<file path="src/rtl/carry_skip_pkg.sv">
// Shared parameter helpers for the pipelined carry-skip adder/subtractor.
package carry_skip_pkg;

    function automatic bit params_ok(input int n, input int blk, input int stages);
        if ((stages < 32'sd1) || (blk < 32'sd1) || (n < blk)) begin
            return 1'b0;
        end else begin
            return ((n % blk) == 32'sd0) && (((n / blk) % stages) == 32'sd0);
        end
    endfunction

    // Blocks per stage; falls back to 1 so an illegal set still reaches the elaboration check.
    function automatic int calc_bps(input int n, input int blk, input int stages);
        if ((stages < 32'sd1) || (blk < 32'sd1) || (n < blk)) begin
            return 32'sd1;
        end else begin
            return (n / blk) / stages;
        end
    endfunction

endpackage

</file>
<file path="src/rtl/carry_skip_block.sv">
// One carry-skip cell: ripple adder over W bits with a propagate-controlled carry bypass.
module carry_skip_block #(
    parameter int W = 4
) (
    input  logic [W-1:0] a_i,
    input  logic [W-1:0] b_i,
    input  logic         c_i,
    output logic [W-1:0] sum_o,
    output logic         c_o,
    output logic         p_o
);

    logic [W:0]   rc_s;
    logic [W-1:0] x_s;

    assign x_s = a_i ^ b_i;

    // Ripple sum and ripple carry across the block
    always_comb begin
        rc_s     = '0;
        sum_o    = '0;
        rc_s[0]  = c_i;
        for (int i = 0; i < W; i++) begin
            sum_o[i]  = x_s[i] ^ rc_s[i];
            rc_s[i+1] = (a_i[i] & b_i[i]) | (rc_s[i] & x_s[i]);
        end
    end

    assign p_o = &x_s;
    assign c_o = p_o ? c_i : rc_s[W];

endmodule

</file>
<file path="src/rtl/carry_skip_pipelined.sv">
// Pipelined carry-skip adder/subtractor with valid/ready flow control; latency = STAGES.
module carry_skip_pipelined
    import carry_skip_pkg::*;
#(
    parameter int N      = 64,
    parameter int BLOCK  = 4,
    parameter int STAGES = 2
) (
    input  logic         clk,
    input  logic         rst_n,
    input  logic         in_valid,
    output logic         in_ready,
    input  logic [N-1:0] a,
    input  logic [N-1:0] b,
    input  logic         cin,
    input  logic         sub,
    output logic         out_valid,
    input  logic         out_ready,
    output logic [N-1:0] sum,
    output logic         cout,
    output logic         ovf
);

    localparam int BPS = calc_bps(N, BLOCK, STAGES);
    localparam int SW  = BPS * BLOCK;

    if (!params_ok(N, BLOCK, STAGES)) begin : g_param_check
        $error("carry_skip_pipelined: N must be a multiple of BLOCK and N/BLOCK a multiple of STAGES>=1");
    end

    // Stage k: acc_q holds result bits for the blocks done so far and untouched A bits above them.
    logic [STAGES-1:0] vld_q;
    logic [STAGES-1:0] carry_q;
    logic [N-1:0]      acc_q [STAGES];
    logic [N-1:0]      b_q   [STAGES];
    logic              ovf_q;

    logic [STAGES-1:0] adv_s;
    logic [STAGES-1:0] src_v_s;
    logic [STAGES-1:0] cout_d_s;
    logic [N-1:0]      acc_d_s [STAGES];
    logic [N-1:0]      src_b_s [STAGES];
    logic              ovf_d_s;
    logic [N-1:0]      b_eff_s;
    logic              c0_s;

    assign b_eff_s = b ^ {N{sub}};
    assign c0_s    = cin ^ sub;

    for (genvar k = 0; k < STAGES; k++) begin : g_stg
        localparam logic [N-1:0] MASK = N'({SW{1'b1}}) << (k * SW);

        logic [N-1:0]  src_acc_s;
        logic          src_c_s;
        logic [BPS-1:0] p_s;
        logic [SW-1:0] slice_s;

        if (k == 0) begin : g_first
            assign src_v_s[k] = in_valid;
            assign src_acc_s  = a;
            assign src_b_s[k] = b_eff_s;
            assign src_c_s    = c0_s;
        end else begin : g_next
            assign src_v_s[k] = vld_q[k-1];
            assign src_acc_s  = acc_q[k-1];
            assign src_b_s[k] = b_q[k-1];
            assign src_c_s    = carry_q[k-1];
        end

        for (genvar j = 0; j < BPS; j++) begin : g_blk
            logic ci_s;
            logic co_s;
            if (j == 0) begin : g_cin
                assign ci_s = src_c_s;
            end else begin : g_cchain
                assign ci_s = g_blk[j-1].co_s;
            end
            carry_skip_block #(.W(BLOCK)) u_blk (
                .a_i   (src_acc_s[k*SW + j*BLOCK +: BLOCK]),
                .b_i   (src_b_s[k][k*SW + j*BLOCK +: BLOCK]),
                .c_i   (ci_s),
                .sum_o (slice_s[j*BLOCK +: BLOCK]),
                .c_o   (co_s),
                .p_o   (p_s[j])
            );
        end

        // A stage whose blocks all propagate hands its carry-in straight on.
        assign cout_d_s[k] = (&p_s) ? src_c_s : g_blk[BPS-1].co_s;
        assign acc_d_s[k]  = (src_acc_s & ~MASK) | (N'(slice_s) << (k * SW));

        if (k == STAGES - 1) begin : g_ovf
            // Carry into the MSB is recovered as a ^ b ^ sum at that bit.
            assign ovf_d_s = src_acc_s[N-1] ^ src_b_s[k][N-1] ^ slice_s[SW-1] ^ cout_d_s[k];
        end
    end

    // Advance chain: a slot moves when it is empty or its successor is moving
    always_comb begin
        adv_s           = '0;
        adv_s[STAGES-1] = ~vld_q[STAGES-1] | out_ready;
        for (int k = STAGES - 2; k >= 0; k--) begin
            adv_s[k] = ~vld_q[k] | adv_s[k+1];
        end
    end

    // Pipeline slots: reload on advance, bubbles only clear the valid bit
    always_ff @(posedge clk or negedge rst_n) begin
        if (!rst_n) begin
            vld_q   <= '0;
            carry_q <= '0;
            ovf_q   <= 1'b0;
            for (int k = 0; k < STAGES; k++) begin
                acc_q[k] <= '0;
                b_q[k]   <= '0;
            end
        end else begin
            for (int k = 0; k < STAGES; k++) begin
                if (adv_s[k]) begin
                    vld_q[k] <= src_v_s[k];
                    if (src_v_s[k]) begin
                        acc_q[k]   <= acc_d_s[k];
                        b_q[k]     <= src_b_s[k];
                        carry_q[k] <= cout_d_s[k];
                    end
                end
            end
            if (adv_s[STAGES-1] && src_v_s[STAGES-1]) begin
                ovf_q <= ovf_d_s;
            end
        end
    end

    assign in_ready  = adv_s[0];
    assign out_valid = vld_q[STAGES-1];
    assign sum       = acc_q[STAGES-1];
    assign cout      = carry_q[STAGES-1];
    assign ovf       = ovf_q;

endmodule

</file>
<file path="config.mk">
export PLATFORM = sky130hd
export DESIGN_NAME = carry_skip_pipelined
export DESIGN_NICKNAME = d
export VERILOG_FILES = /design/src/rtl/carry_skip_pkg.sv /design/src/rtl/carry_skip_block.sv /design/src/rtl/carry_skip_pipelined.sv
export SDC_FILE = /design/constraint.sdc
export NUM_CORES = 1
export LEC_CHECK = 0
export BUFFER_PORTS_ARGS = -buffer_cell sky130_fd_sc_hd__buf_2
export CAP_MARGIN = 20
export CORE_ASPECT_RATIO = 1.2
export CORE_UTILIZATION = 60
export DETAILED_ROUTE_END_ITERATION = 12
export PLACE_DENSITY = 0.87
export SYNTH_ARGS = -nofsm -noshare
export SYNTH_HDL_FRONTEND = slang
export SYNTH_SLANG_ARGS = --single-unit
</file>
<file path="constraint.sdc">
create_clock -name clk -period 31.1 [get_ports clk]
set_clock_uncertainty 0.2 [all_clocks]
set_input_delay 1.555 -clock clk [delete_from_list [all_inputs] [get_ports clk]]
set_output_delay 1.555 -clock clk [all_outputs]
set_load 0.01 [all_outputs]
</file>
=== Word level (Yosys, flattened, before mapping) ===
Index checks and enable logic that the tools add are counted.

* Reduce and logical (&&, ||, !) cells: 21
* Bitwise logic cells: 283
* Mux-type cells: 18

{| class="wikitable"
|+ Operators with widths
! cell !! count
|-
| 1-bit AND || 128
|-
| 1-bit bitwise XOR || 68
|-
| 1-bit OR || 66
|-
| 32-bit by 64-bit OR with 64-bit output || 1
|-
| 64-bit by 32-bit OR with 64-bit output || 1
|-
| 32-bit AND reduction || 2
|-
| 4-bit AND reduction || 16
|-
| 4-bit bitwise XOR || 16
|-
| 64-bit bitwise XOR || 1
|-
| 1-bit 2-to-1 mux || 18
|-
| 2-bit AND reduction || 2
|-
| 1-bit NOT || 2
|-
| 1-bit logical AND || 1
|}

* Word-level logic and storage cells: 330
* Register bits: 197
* Input port bits: 134
* Output and inout bits: 68

=== Longest topological paths before layout ===
Gate-level depths: netlist of the first run.

* Depth after elaboration: 75
* Mapped depth: 51
* Depth with buffers taken out: 49

=== Hierarchy ===
A second synthesis of the first run with hierarchy kept.

* Cell total of the unflattened synthesis: 795
* Area total of the unflattened synthesis: 9818.2 um^2

{| class="wikitable"
|+ Modules (own cells, without submodules)
! module !! area an instance (um^2) !! instances !! cells an instance !! seq. area each (um^2)
|-
| carry_skip_pipelined || 6795.3 || 1 || 475 || 4129.0
|-
| carry_skip_block || 188.9 || 16 || 20 || 0.0
|}

=== Least setup slack after synthesis of the first run ===
No wires, ideal clock.

* Path type: input port to flip-flop
* Start point: input sub
* End point: register carry_q[0]
* Required time: 30812 ps
* Buffers on the path: 2
* Slack: 13554 ps
* Stages on the path: 51
* Setup time: 88 ps
* Data arrival time: 17257 ps
* Path through: clkbuf_1 > buf_2 > xor2_1 > inv_1 > fa_1 > fa_1 > fa_1 > fa_1 > mux2_2 > fa_1 > fa_1 > fa_1 > fa_1 > nor2b_1 > nor2_1 > fa_1 > fa_1 > fa_1 > [15 not listed] > fa_1 > fa_1 > fa_1 > mux2_2 > fa_1 > fa_1 > fa_1 > fa_1 > mux2_2 > a21o_2 > fa_1 > fa_1 > inv_1 > fa_1 > fa_1 > o22ai_1 > a21o_1 > a41oi_1

* Longest elaborated chain between the ends: 75
* Elaborated cells on any way between the ends: 124
* Those cells by class: mux: 9; bitwise: 106; reduce/logical: 9

{| class="wikitable"
|+ RTL lines
! element !! line !! source
|-
| start, declared || carry_skip_pipelined.sv:16 || <nowiki>input logic sub,</nowiki>
|-
| 64-bit bitwise XOR || carry_skip_pipelined.sv:47 || <nowiki>assign b_eff_s = b ^ {N{sub}};</nowiki>
|-
| 4-bit bitwise XOR || carry_skip_block.sv:16 || <nowiki>assign x_s = a_i ^ b_i;</nowiki>
|-
| 1-bit AND || carry_skip_block.sv:25 || <nowiki>rc_s[i+1] = (a_i[i] & b_i[i]) | (rc_s[i] & x_s[i]);</nowiki>
|-
| 1-bit OR || carry_skip_block.sv:25 ||
|-
| 1-bit AND || carry_skip_block.sv:25 ||
|-
| 1-bit OR || carry_skip_block.sv:25 ||
|-
| 1-bit AND || carry_skip_block.sv:25 ||
|-
| 1-bit OR || carry_skip_block.sv:25 ||
|-
| [59 not listed] || n/a ||
|-
| 1-bit AND || carry_skip_block.sv:25 ||
|-
| 1-bit OR || carry_skip_block.sv:25 ||
|-
| 1-bit AND || carry_skip_block.sv:25 ||
|-
| 1-bit OR || carry_skip_block.sv:25 ||
|-
| 1-bit AND || carry_skip_block.sv:25 ||
|-
| 1-bit OR || carry_skip_block.sv:25 ||
|-
| 1-bit 2-to-1 mux || carry_skip_block.sv:30 || <nowiki>assign c_o = p_o ? c_i : rc_s[W];</nowiki>
|-
| 1-bit 2-to-1 mux * || carry_skip_pipelined.sv:89 || <nowiki>assign cout_d_s[k] = (&p_s) ? src_c_s : g_blk[BPS-1].co_s;</nowiki>
|-
| end signal, assigned by index || carry_skip_pipelined.sv:124 || <nowiki>carry_q[k] <= cout_d_s[k];</nowiki>
|-
| end, declared || carry_skip_pipelined.sv:33 || <nowiki>logic [STAGES-1:0] carry_q;</nowiki>
|}

Mark *: on every way between the ends. The rest lies on a longest branch, timed or not.
A chain may end at the register's enable or synchronous reset.

=== Final worst setup path of the first run ===
Ends and elaborated chain as after synthesis.

==> results of run 1 <==
==> final cells by class <==
type                            instances  area (µm²)
Sequential cell                       165        4130
Clock inverter                         14         176
Antenna cell                            1        2.50
Fill cell                            1058        3930
Inverter                               69         259
Multi-Input combinational cell        694        4880
Tap cell                              204         255
Clock buffer                           18         439
Timing Repair Buffer                  206        1070
==> through the flow <==
stage	instances	hold slack [ns]
3_3_place_gp	1337	0.244
3_5_place_dp	1337	0.246
5_1_grt	1370	0.284
6_report	1371	0.261
4_1_cts	1369	0.261
2_1_floorplan	970	0.239
==> placed cells by master (no fill, tap or decap), types with 2 or more instances in the layout <==
master / count
a21oi_1: 7
and2_2: 2
buf_2: 199
buf_4: 5
bufinv_16: 3
clkbuf_16: 17
clkinv_2: 2
clkinv_4: 5
clkinvlp_4: 2
dfrtp_1: 165
fa_1: 64
ha_1: 64
inv_1: 69
inv_6: 2
mux2_2: 5
nand2_1: 357
nand2b_1: 3
nand3_1: 2
nand4_1: 13
nor2_1: 10
nor2b_1: 2
nor3_1: 3
o21ai_0: 19
o21ai_1: 50
or3b_1: 2
xnor2_1: 32
xor2_1: 34
==> cell usage after synthesis (all sizes together) (2+ instances only) <==
cell type,count
mux2,6
and4,2
buf,13
inv,69
a21oi,8
nor2b,2
o21ai,70
nand2,359
xor2,34
nand2b,3
xnor2,32
a21o,2
clkbuf,29
and2,3
dfrtp,165
nor3,3
ha,64
nor2,10
nand3,2
or3b,2
fa,64
nand4,15
o22ai,2
==> kinds of logic after synthesis <==
logic type	count (synthesis)	synth area share, %
buffers and inverters	111	4.50
adders and majority gates	128	22.1
xor gates and xnor gates	66	6.13
muxes	7	0.863
and+or+nand+nor	402	17.2
AOI/OAI and AO/OA	91	5.39
DFF	165	43.8
==> state kept, by name (all words and copies together), names as in the netlist <==
| name | cells |
|---|---|
| vld_q | 2 |
| carry_q | 2 |
| sum | 64 |
| g_stg.src_acc_s | 64 |
| b_q | 32 |
| ovf | 1 |
==> path summary, 6_finish.rpt <==
| path | from | endpoint | slack [ns] |
|---|---|---|---|
| worst max-delay path | sub | carry_q[0]$_DFFE_PN0P_ | 12.85 |
| worst min-delay path | g_stg[1].src_acc_s[5]$_DFFE_PN0P_ | sum[5]$_DFFE_PN0P_ | 0.26 |
| worst max register to register | carry_q[0]$_DFFE_PN0P_ | ovf$_DFFE_PN0P_ | 14.79 |
| worst min register to register | g_stg[1].src_acc_s[5]$_DFFE_PN0P_ | sum[5]$_DFFE_PN0P_ | 0.26 |
| max in group asynchronous | rst_n | b_q[119]$_DFFE_PN0P_ | 28.64 |
| min in group asynchronous | rst_n | sum[37]$_DFFE_PN0P_ | 0.97 |
==> worst min-delay path, stage by stage (launching register included) <==
cell and delay (ns):
dfrtp_1 0.34, nand2_1 0.05, nand2_1 0.04
==> where the power goes <==
part           internal, µW  total [µW]  switching [µW]
Clock                   129         218            89.1
Combinational          95.4         229             133
Sequential              273         311            38.9
==> per-layer routing <==
layer | vias up | wire length, µm
li1 | 3370 | -
met1 | 3475 | 8440
met2 | 246 | 11500
met3 | 44 | 1380
met4 | 2 | 552
met5 | - | 8
==> results.toml, run 1 <==
[critical_path]
critical-path-top-delay-family = "adder cells"
worstPathArrival_ns = 18.39
path_max_fanout = 65
crit_path_start_kind = "input pin"
crit_slowest_cell = "buf_4"
critPathCaptureType = "flop"
cp.required_ns = 31.25
cp_num_cells = 49
crit_buf_inv = 2
max_stage_delay_ns = 0.80
crit_type = "in2reg"
cp_common_cell = "fa_1"
reg2regPathDepth = 48

[cells_and_area]
fin_area_um2 = 11200
syn2layout_area_growth_pct = 19.0
final_layout_size_suffix_gt1_share_pct = 21.9
final_nets = 1415
final_util_pct = 74.1

[grt]
use_met3_pct = 7.27
overflow = 0
grt-busiest-layer = "met2"
grt_pass1_vias = 7534
grt_use_met1_pct = 34.3
grt.met2_usage_pct = 50.4
grt_pass1_wl_mm = 35.7
antenna_found_initial = 3
track_usage_pct = 29.1
grt_max_degree = 84

[clock_tree]
path_clk_slew_ns = 0.06
insertion_delay_ns = 0.43
cts.path.max_buffers = 2
numCtsBuffers = 17
clock_sinks = 165
post_cts_buffers = 0
cts_resized = 0
root_buffer = "clkbuf_16"
cts_tree = "built"
postCtsHoldBufs = 0
htreeDepth = 4

[logic_synthesis]
synth.distinct_cells = 44
seq_area_frac_synth_pct = 43.8
synthFlopType = "dfrtp_1"
ys_ff_latch = 165
synth_nets = 1232
synth_area_um2 = 9420
postSynthCellCount = 970
ys_warn_count = 0
synth.avg_cell_area_um2 = 9.71
synth_top_area_cell = "dfrtp_1"
synth_top_area_share_pct = 43.8
synth-edff-count = 0
yosys-top-cells-area = "dfrtp_1, nand2_1, fa_1"
synthArstFlopShare_pct = 100

[placed_design]
globalplace.congestion = 0.833
place_ws_ns = 12.43
post_dp_cell_area_um2 = 10600
dp_hpwl_mm = 15.9
portBuffers = 201

[detailed_routing]
drtAntennaViolNets = 0
vias = 7137
wl_per_cell_um = 16.0
viasPerCell = 5.21
first_pass_iters = 5
drt-initial-drc-count = 529
drc_errors = 0
routed_wl_mm = 21.9

[floorplanning]
rows = 49
start_util_pct = 62.2
die-height_um = 139
ios = 202
fp.dieW_um = 116
dieArea_um2 = 16200
coreArea_um2 = 15100

[outcome]
status = "complete, no violations"

[timing]
grt_setup_unrepaired = "false"
fin_crit_ns = 18.25
fin_setup_tns_ns = 0
max_slew_margin_pct = 29.1
timing.fmax_mhz = 54.8
setup_ws_ns = 12.85
post-route-period-util_pct = 58.7
worst_slew_pin_slew_ns = 1.06
setup_viol = 0
hold_viol = 0
slew_viol_final = 0

[power]
ir_drop_v = 0.0000435
totalPowerFinal_uw = 758
power_density_nw_per_um2 = 67.6
p_leak_uw = 0.00602

[job]
maxCapViolations = 0

[hold_path]
hold_path.class = "reg2reg"
holdPathStages = 2
Note: power is estimated with default switching activity, not from simulation.
==> run 2: changes to the inputs <==
ABC_AREA = 1   (was unset)
CORE_UTILIZATION = 50   (was 60)
PLACE_DENSITY = 0.77   (was 0.87)
clock period = 16.29 ns   (was 31.1 ns; I/O delays follow)
==> run 2 against run 1 <==
Compared with the run above: hold slack lost 0.023 ns; total power grew 96%; critical path depth is 6 higher; clock power is 80% higher; register-to-register slack worse by 14 ns; wire length down 10%; synthesized area decreased by 0.66%; combinational power is 110% higher; worst setup slack lost 12 ns; via count shrank 4.4%; sequential share of layout area hardly changed; critical endpoint is now ovf$_DFFE_PN0P_.
==> results.toml, run 2 <==
[timing]
timing.fmax_mhz = 64.1
grt_setup_unrepaired = "false"
fin_crit_ns = 15.59
setup_viol = 0
post-route-period-util_pct = 95.7
fin_setup_tns_ns = 0
setup_ws_ns = 0.698
slew_viol_final = 0
worst_slew_pin_slew_ns = 1.10
max_slew_margin_pct = 26.8
hold_viol = 0
hold-worst-slack_ns = 0.238

[clock_tree]
insertion_delay_ns = 0.42
root_buffer = "clkbuf_16"
numCtsBuffers = 17
cts.path.max_buffers = 2
htreeDepth = 4
clock_sinks = 165
cts_tree = "built"
path_clk_slew_ns = 0.06

[critical_path]
path_max_fanout = 3
worstPathArrival_ns = 15.70
cp.required_ns = 16.39
critPathCaptureType = "flop"
worst-r2r-setup-slack_ns = 0.70
startpoint = "b_q[96]$_DFFE_PN0P_"
crit_path_start_kind = "flop"
reg2regPathDepth = 55
crit_type = "reg2reg"
max_stage_delay_ns = 0.44
cp_common_cell = "fa_1"
r2r_start = "b_q[96]$_DFFE_PN0P_"
worstReg2RegEnd = "ovf$_DFFE_PN0P_"
crit_slowest_cell = "fa_1"

[power]
switching_share_pct = 34.7
combPwrFrac_pct = 32.5
p_int_uw = 971
clkPwrFrac_pct = 26.3
netSwitchingPower_uw = 516
power_density_nw_per_um2 = 132
p_seq_share_pct = 41.2
p_leak_uw = 0.00602
totalPowerFinal_uw = 1490
ir_drop_v = 0.0000646

[logic_synthesis]
synth_area_um2 = 9360
synth.distinct_cells = 23
synth_top_area_share_pct = 44.1
postSynthCellCount = 985
ys_ff_latch = 165
synth.avg_cell_area_um2 = 9.50
synth-edff-count = 0
yosysMostFrequentCell = "nand2_1"
synth_nets = 1247
seq_area_frac_synth_pct = 44.1
ys_warn_count = 0
synthArstFlopShare_pct = 100
synth_commonest_cells = "nand2_1, dfrtp_1, o21ai_1"
synth_top_area_cell = "dfrtp_1"
yosys-top-cells-area = "dfrtp_1, nand2_1, fa_1"
synthFlopType = "dfrtp_1"

[hold_path]
hold_path.class = "in2async"

[floorplanning]
start_util_pct = 51.3
dieArea_um2 = 19300
die-height_um = 152
ios = 202
rows = 54
fp.dieW_um = 127
coreArea_um2 = 18200

[cells_and_area]
seqCellArea_um2 = 4130
nFillCells = 1584
final_nets = 1440
final_layout_size_suffix_gt1_share_pct = 26.0
multi_input_area_um2 = 4800
final_cell_mix = "nand2_1, buf_2, dfrtp_1"
final_util_pct = 61.5
final_common_cell = "nand2_1"
syn2layout_area_growth_pct = 19.9

[grt]
antenna_found_initial = 3
track_usage_pct = 22.2
grt_pass1_vias = 7232
overflow = 0
grt_max_degree = 113
grt_pass1_wl_mm = 34.0

[detailed_routing]
vias = 6822
wl_per_cell_um = 13.9
viasPerCell = 4.82
drtAntennaViolNets = 0
drc_errors = 0
first_pass_iters = 4
routed_wl_mm = 19.6
drt-initial-drc-count = 261

[placed_design]
portBuffers = 201
place_ws_ns = -0.233
globalplace.congestion = 0.771
dp_hpwl_mm = 13.9

[job]
maxCapViolations = 0

[outcome]
status = "complete, no violations"
==> run 2: per-layer routing <==
| metal | GRT usage [%] | vias to the layer above | part of all wire (%) |
|---|---|---|---|
| li1 | - | 3368 | - |
| met1 | 27.2 | 3270 | 42 |
| met2 | 38.6 | 147 | 51 |
| met3 | 4.61 | 33 | 4.3 |
| met4 | 7.65 | 4 | 1.9 |
| met5 | 0 | - | 0.11 |
==> run 2: worst max path at each step <==
stage	endpoint	slack, ns	depth (start not counted)
after global routing	g_stg[1].src_acc_s[31]$_DFFE_PN0P_	0.03	51
after floorplan	g_stg[1].src_acc_s[31]$_DFFE_PN0P_	0.02	52
after CTS	g_stg[1].src_acc_s[31]$_DFFE_PN0P_	0.21	51
final	ovf$_DFFE_PN0P_	0.70	55
after global placement	g_stg[1].src_acc_s[31]$_DFFE_PN0P_	-0.04	51
after detailed placement	g_stg[1].src_acc_s[31]$_DFFE_PN0P_	-0.23	51
==> run 2: logic make-up (layout without fill, tap and decap cells) <==
| group | count (synthesis) | after routing | share of synthesized area, % |
|---|---|---|---|
| AND/OR/NAND/NOR | 426 | 426 | 18.3 |
| flip-flops | 165 | 165 | 44.1 |
| adder cells (fa/ha/maj) | 128 | 128 | 22.2 |
| buffers and inverters | 127 | 332 | 5.24 |
| AO/OA/AOI/OAI | 73 | 73 | 3.94 |
| XOR/XNOR | 66 | 66 | 6.18 |
| other | 0 | 2 | 0 |
==> run 2: final cells by class <==
class / instances / area share, %
inverters: 86 / 2.88
flip-flops and latches: 165 / 36.8
diodes: 2 / 0.0446
clock inverters: 6 / 0.602
multi-input cells: 693 / 42.7
repair buffers: 215 / 9.97
well taps: 224 / 2.50
clock buffers: 25 / 4.50
==> run 2: timing repair <==
action | CTS | global route
hold buffers | 0 | 0
gates resized for setup | 0 | 16
setup buffers | 0 | 1
setup endpoints to repair | 0 | 4
==> run 2: power groups by stage <==
stage | logic (µW) | registers, µW | clock network, µW
6_report | 483 | 613 | 392
5_1_grt | 558 | 631 | 415
4_1_cts | 485 | 614 | 401
3_5_place_dp | 482 | 619 | 0
3_3_place_gp | 465 | 614 | 0
2_1_floorplan | 263 | 645 | 0
==> run 2: through the flow <==
step           cell area (µm²)  cells
2_1_floorplan             9360    985
3_3_place_gp             10600   1382
3_5_place_dp             10600   1382
4_1_cts                  11200   1413
5_1_grt                  11200   1414
6_report                 11200   1416
==> run 2: critical path, delay by kind of cell, from the launching register on <==
| family | cells | cell delay, ns |
|---|---|---|
| buf+inv | 5 | 0.28 |
| fa+ha+maj | 32 | 12.12 |
| compound gates | 3 | 0.38 |
| xor+xnor | 1 | 0.16 |
| flops | 1 | 0.41 |
| simple gates | 14 | 1.91 |
==> run 3: changes to the inputs <==
clock period = 13.4 ns   (was 16.29 ns; I/O delays follow)
==> run 3 against run 2 <==
Compared with the run above: the flow now finishes with violations (negative setup slack); register-to-register slack worse by 1.5 ns; clock power is 40% higher; sequential power is 22% higher; via count is 2.5% higher; non-clock buffer count is 30 higher; critical path depth is 4 lower; wire length is 3.4% higher; design area is 5.3% higher; global-route usage is 0.69 points higher; hold slack worse by 0.15 ns.
==> results.toml, run 3 (synthesis gave the netlist of run 2 again) <==
[outcome]
status = "finished, violations left"
violations = "negative setup slack"

[clock_tree]
clock_sinks = 165
cts.path.max_buffers = 2
path_clk_slew_ns = 0.06
root_buffer = "clkbuf_16"
htreeDepth = 4
numCtsBuffers = 17
insertion_delay_ns = 0.42
postCtsHoldBufs = 0
cts_tree = "built"

[floorplanning]
rows = 54
ios = 202
fp.dieW_um = 127
coreArea_um2 = 18200
die-height_um = 152
dieArea_um2 = 19300
start_util_pct = 51.3

[cells_and_area]
multi_input_area_um2 = 5030
final_layout_size_suffix_gt1_share_pct = 34.4
nFillCells = 1516
fin_area_um2 = 11800
final_nets = 1470
syn2layout_area_growth_pct = 26.3
seqCellArea_um2 = 4130
final_common_cell = "nand2_1"
final_cell_mix = "nand2_1, buf_2, dfrtp_1"

[placed_design]
portBuffers = 201
post_dp_cell_area_um2 = 11000
place_ws_ns = -1.27
globalplace.congestion = 0.757
dp_hpwl_mm = 14.2

[timing]
slew_viol_final = 0
setup_viol = 8
setup_ws_ns = -0.789
hold_viol = 0
post-route-period-util_pct = 106
fin_crit_ns = 14.19
timing.fmax_mhz = 70.5
max_slew_margin_pct = 31.5
worst_slew_pin_slew_ns = 1.03
grt_setup_unrepaired = "true"

[power]
power_density_nw_per_um2 = 165
totalPowerFinal_uw = 1950
combPwrFrac_pct = 33.6
p_int_uw = 1300
p_leak_uw = 0.00621
p_seq_share_pct = 38.2
netSwitchingPower_uw = 650
switching_share_pct = 33.3
clkPwrFrac_pct = 28.2
ir_drop_v = 0.0000980

[grt]
antenna_found_initial = 3
overflow = 0
grt_pass1_wl_mm = 34.6
grt_max_degree = 99
track_usage_pct = 22.9
grt_pass1_vias = 7269

[critical_path]
max_stage_delay_ns = 0.41
r2r_start = "g_stg[1].src_acc_s[32]$_DFFE_PN0P_"
cp_common_cell = "fa_2"
reg2regPathDepth = 55
path_max_fanout = 4
worst-r2r-setup-slack_ns = -0.77
crit_type = "in2reg"
crit_slowest_cell = "fa_1"
crit_path_start_kind = "input pin"
critPathCaptureType = "flop"
cp.required_ns = 13.51
worstPathArrival_ns = 14.30
worstReg2RegEnd = "ovf$_DFFE_PN0P_"

[job]
maxCapViolations = 0

[detailed_routing]
vias = 6990
drtAntennaViolNets = 0
wl_per_cell_um = 14.0
drc_errors = 0
drt-initial-drc-count = 402
viasPerCell = 4.83
routed_wl_mm = 20.3
first_pass_iters = 4

[hold_path]
hold_path.class = "in2async"
## run 3: how the worst max path moves through the flow
stage	slack (ns)	from	cells after the start	end
floorplan	-0.94	sub	52	g_stg[1].src_acc_s[31]$_DFFE_PN0P_
global placement	-1.08	sub	51	g_stg[1].src_acc_s[31]$_DFFE_PN0P_
detailed placement	-1.27	sub	51	g_stg[1].src_acc_s[31]$_DFFE_PN0P_
CTS	-0.83	sub	51	g_stg[1].src_acc_s[31]$_DFFE_PN0P_
global route	-1.17	sub	51	g_stg[1].src_acc_s[31]$_DFFE_PN0P_
finish	-0.79	sub	51	g_stg[1].src_acc_s[31]$_DFFE_PN0P_
## run 3: what timing repair did
item / in CTS / in global routing
setup buffers: 7 / 5
pin swaps: 9 / 5
setup endpoints to repair: 9 / 10
resized for setup: 19 / 9
endpoints found under the hold margin: 0 / 0
## run 3: through the flow
step	util [%]	TNS, ns	cells	hold slack, ns
after floorplan	-	-3.19	985	0.174
after global placement	60.0	-4.94	1400	0.250
after detailed placement	60.1	-6.31	1401	0.254
after CTS	64.4	-4.23	1440	0.140
after global routing	64.8	-7.37	1446	0.165
final	64.8	-4.11	1447	0.0909
## run 3: power by group through the flow
stage	clock, µW	sequential [µW]	combinational [µW]
2_1_floorplan	0	787	341
3_3_place_gp	0	747	606
3_5_place_dp	0	752	629
4_1_cts	562	746	652
5_1_grt	584	767	749
6_report	549	746	656
## run 3: cell type report
class                      count  share of cell area [%]
antenna                        2                  0.0423
clock buffer                  22                    4.10
clock inverter                10                    1.63
inverter                      86                    2.73
multi-input combinational    693                    42.5
sequential                   165                    34.9
tap                          224                    2.37
timing repair buffer         245                    11.7
## run 3: metal layers
metal | track usage (%) | vias to the layer above | part of all wire, %
met5 | 0 | - | 0.064
met4 | 6.86 | 2 | 1.4
met3 | 5.63 | 27 | 4.8
met2 | 40.7 | 170 | 52
met1 | 27.2 | 3357 | 42
li1 | - | 3434 | -
## run 3: critical path: cells and delay by family
family | cells | cell delay, ns
buf+inv | 2 | 0.18
xor+xnor | 1 | 0.14
fa+ha+maj | 32 | 11.63
simple gates | 15 | 1.59
compound gates | 1 | 0.07
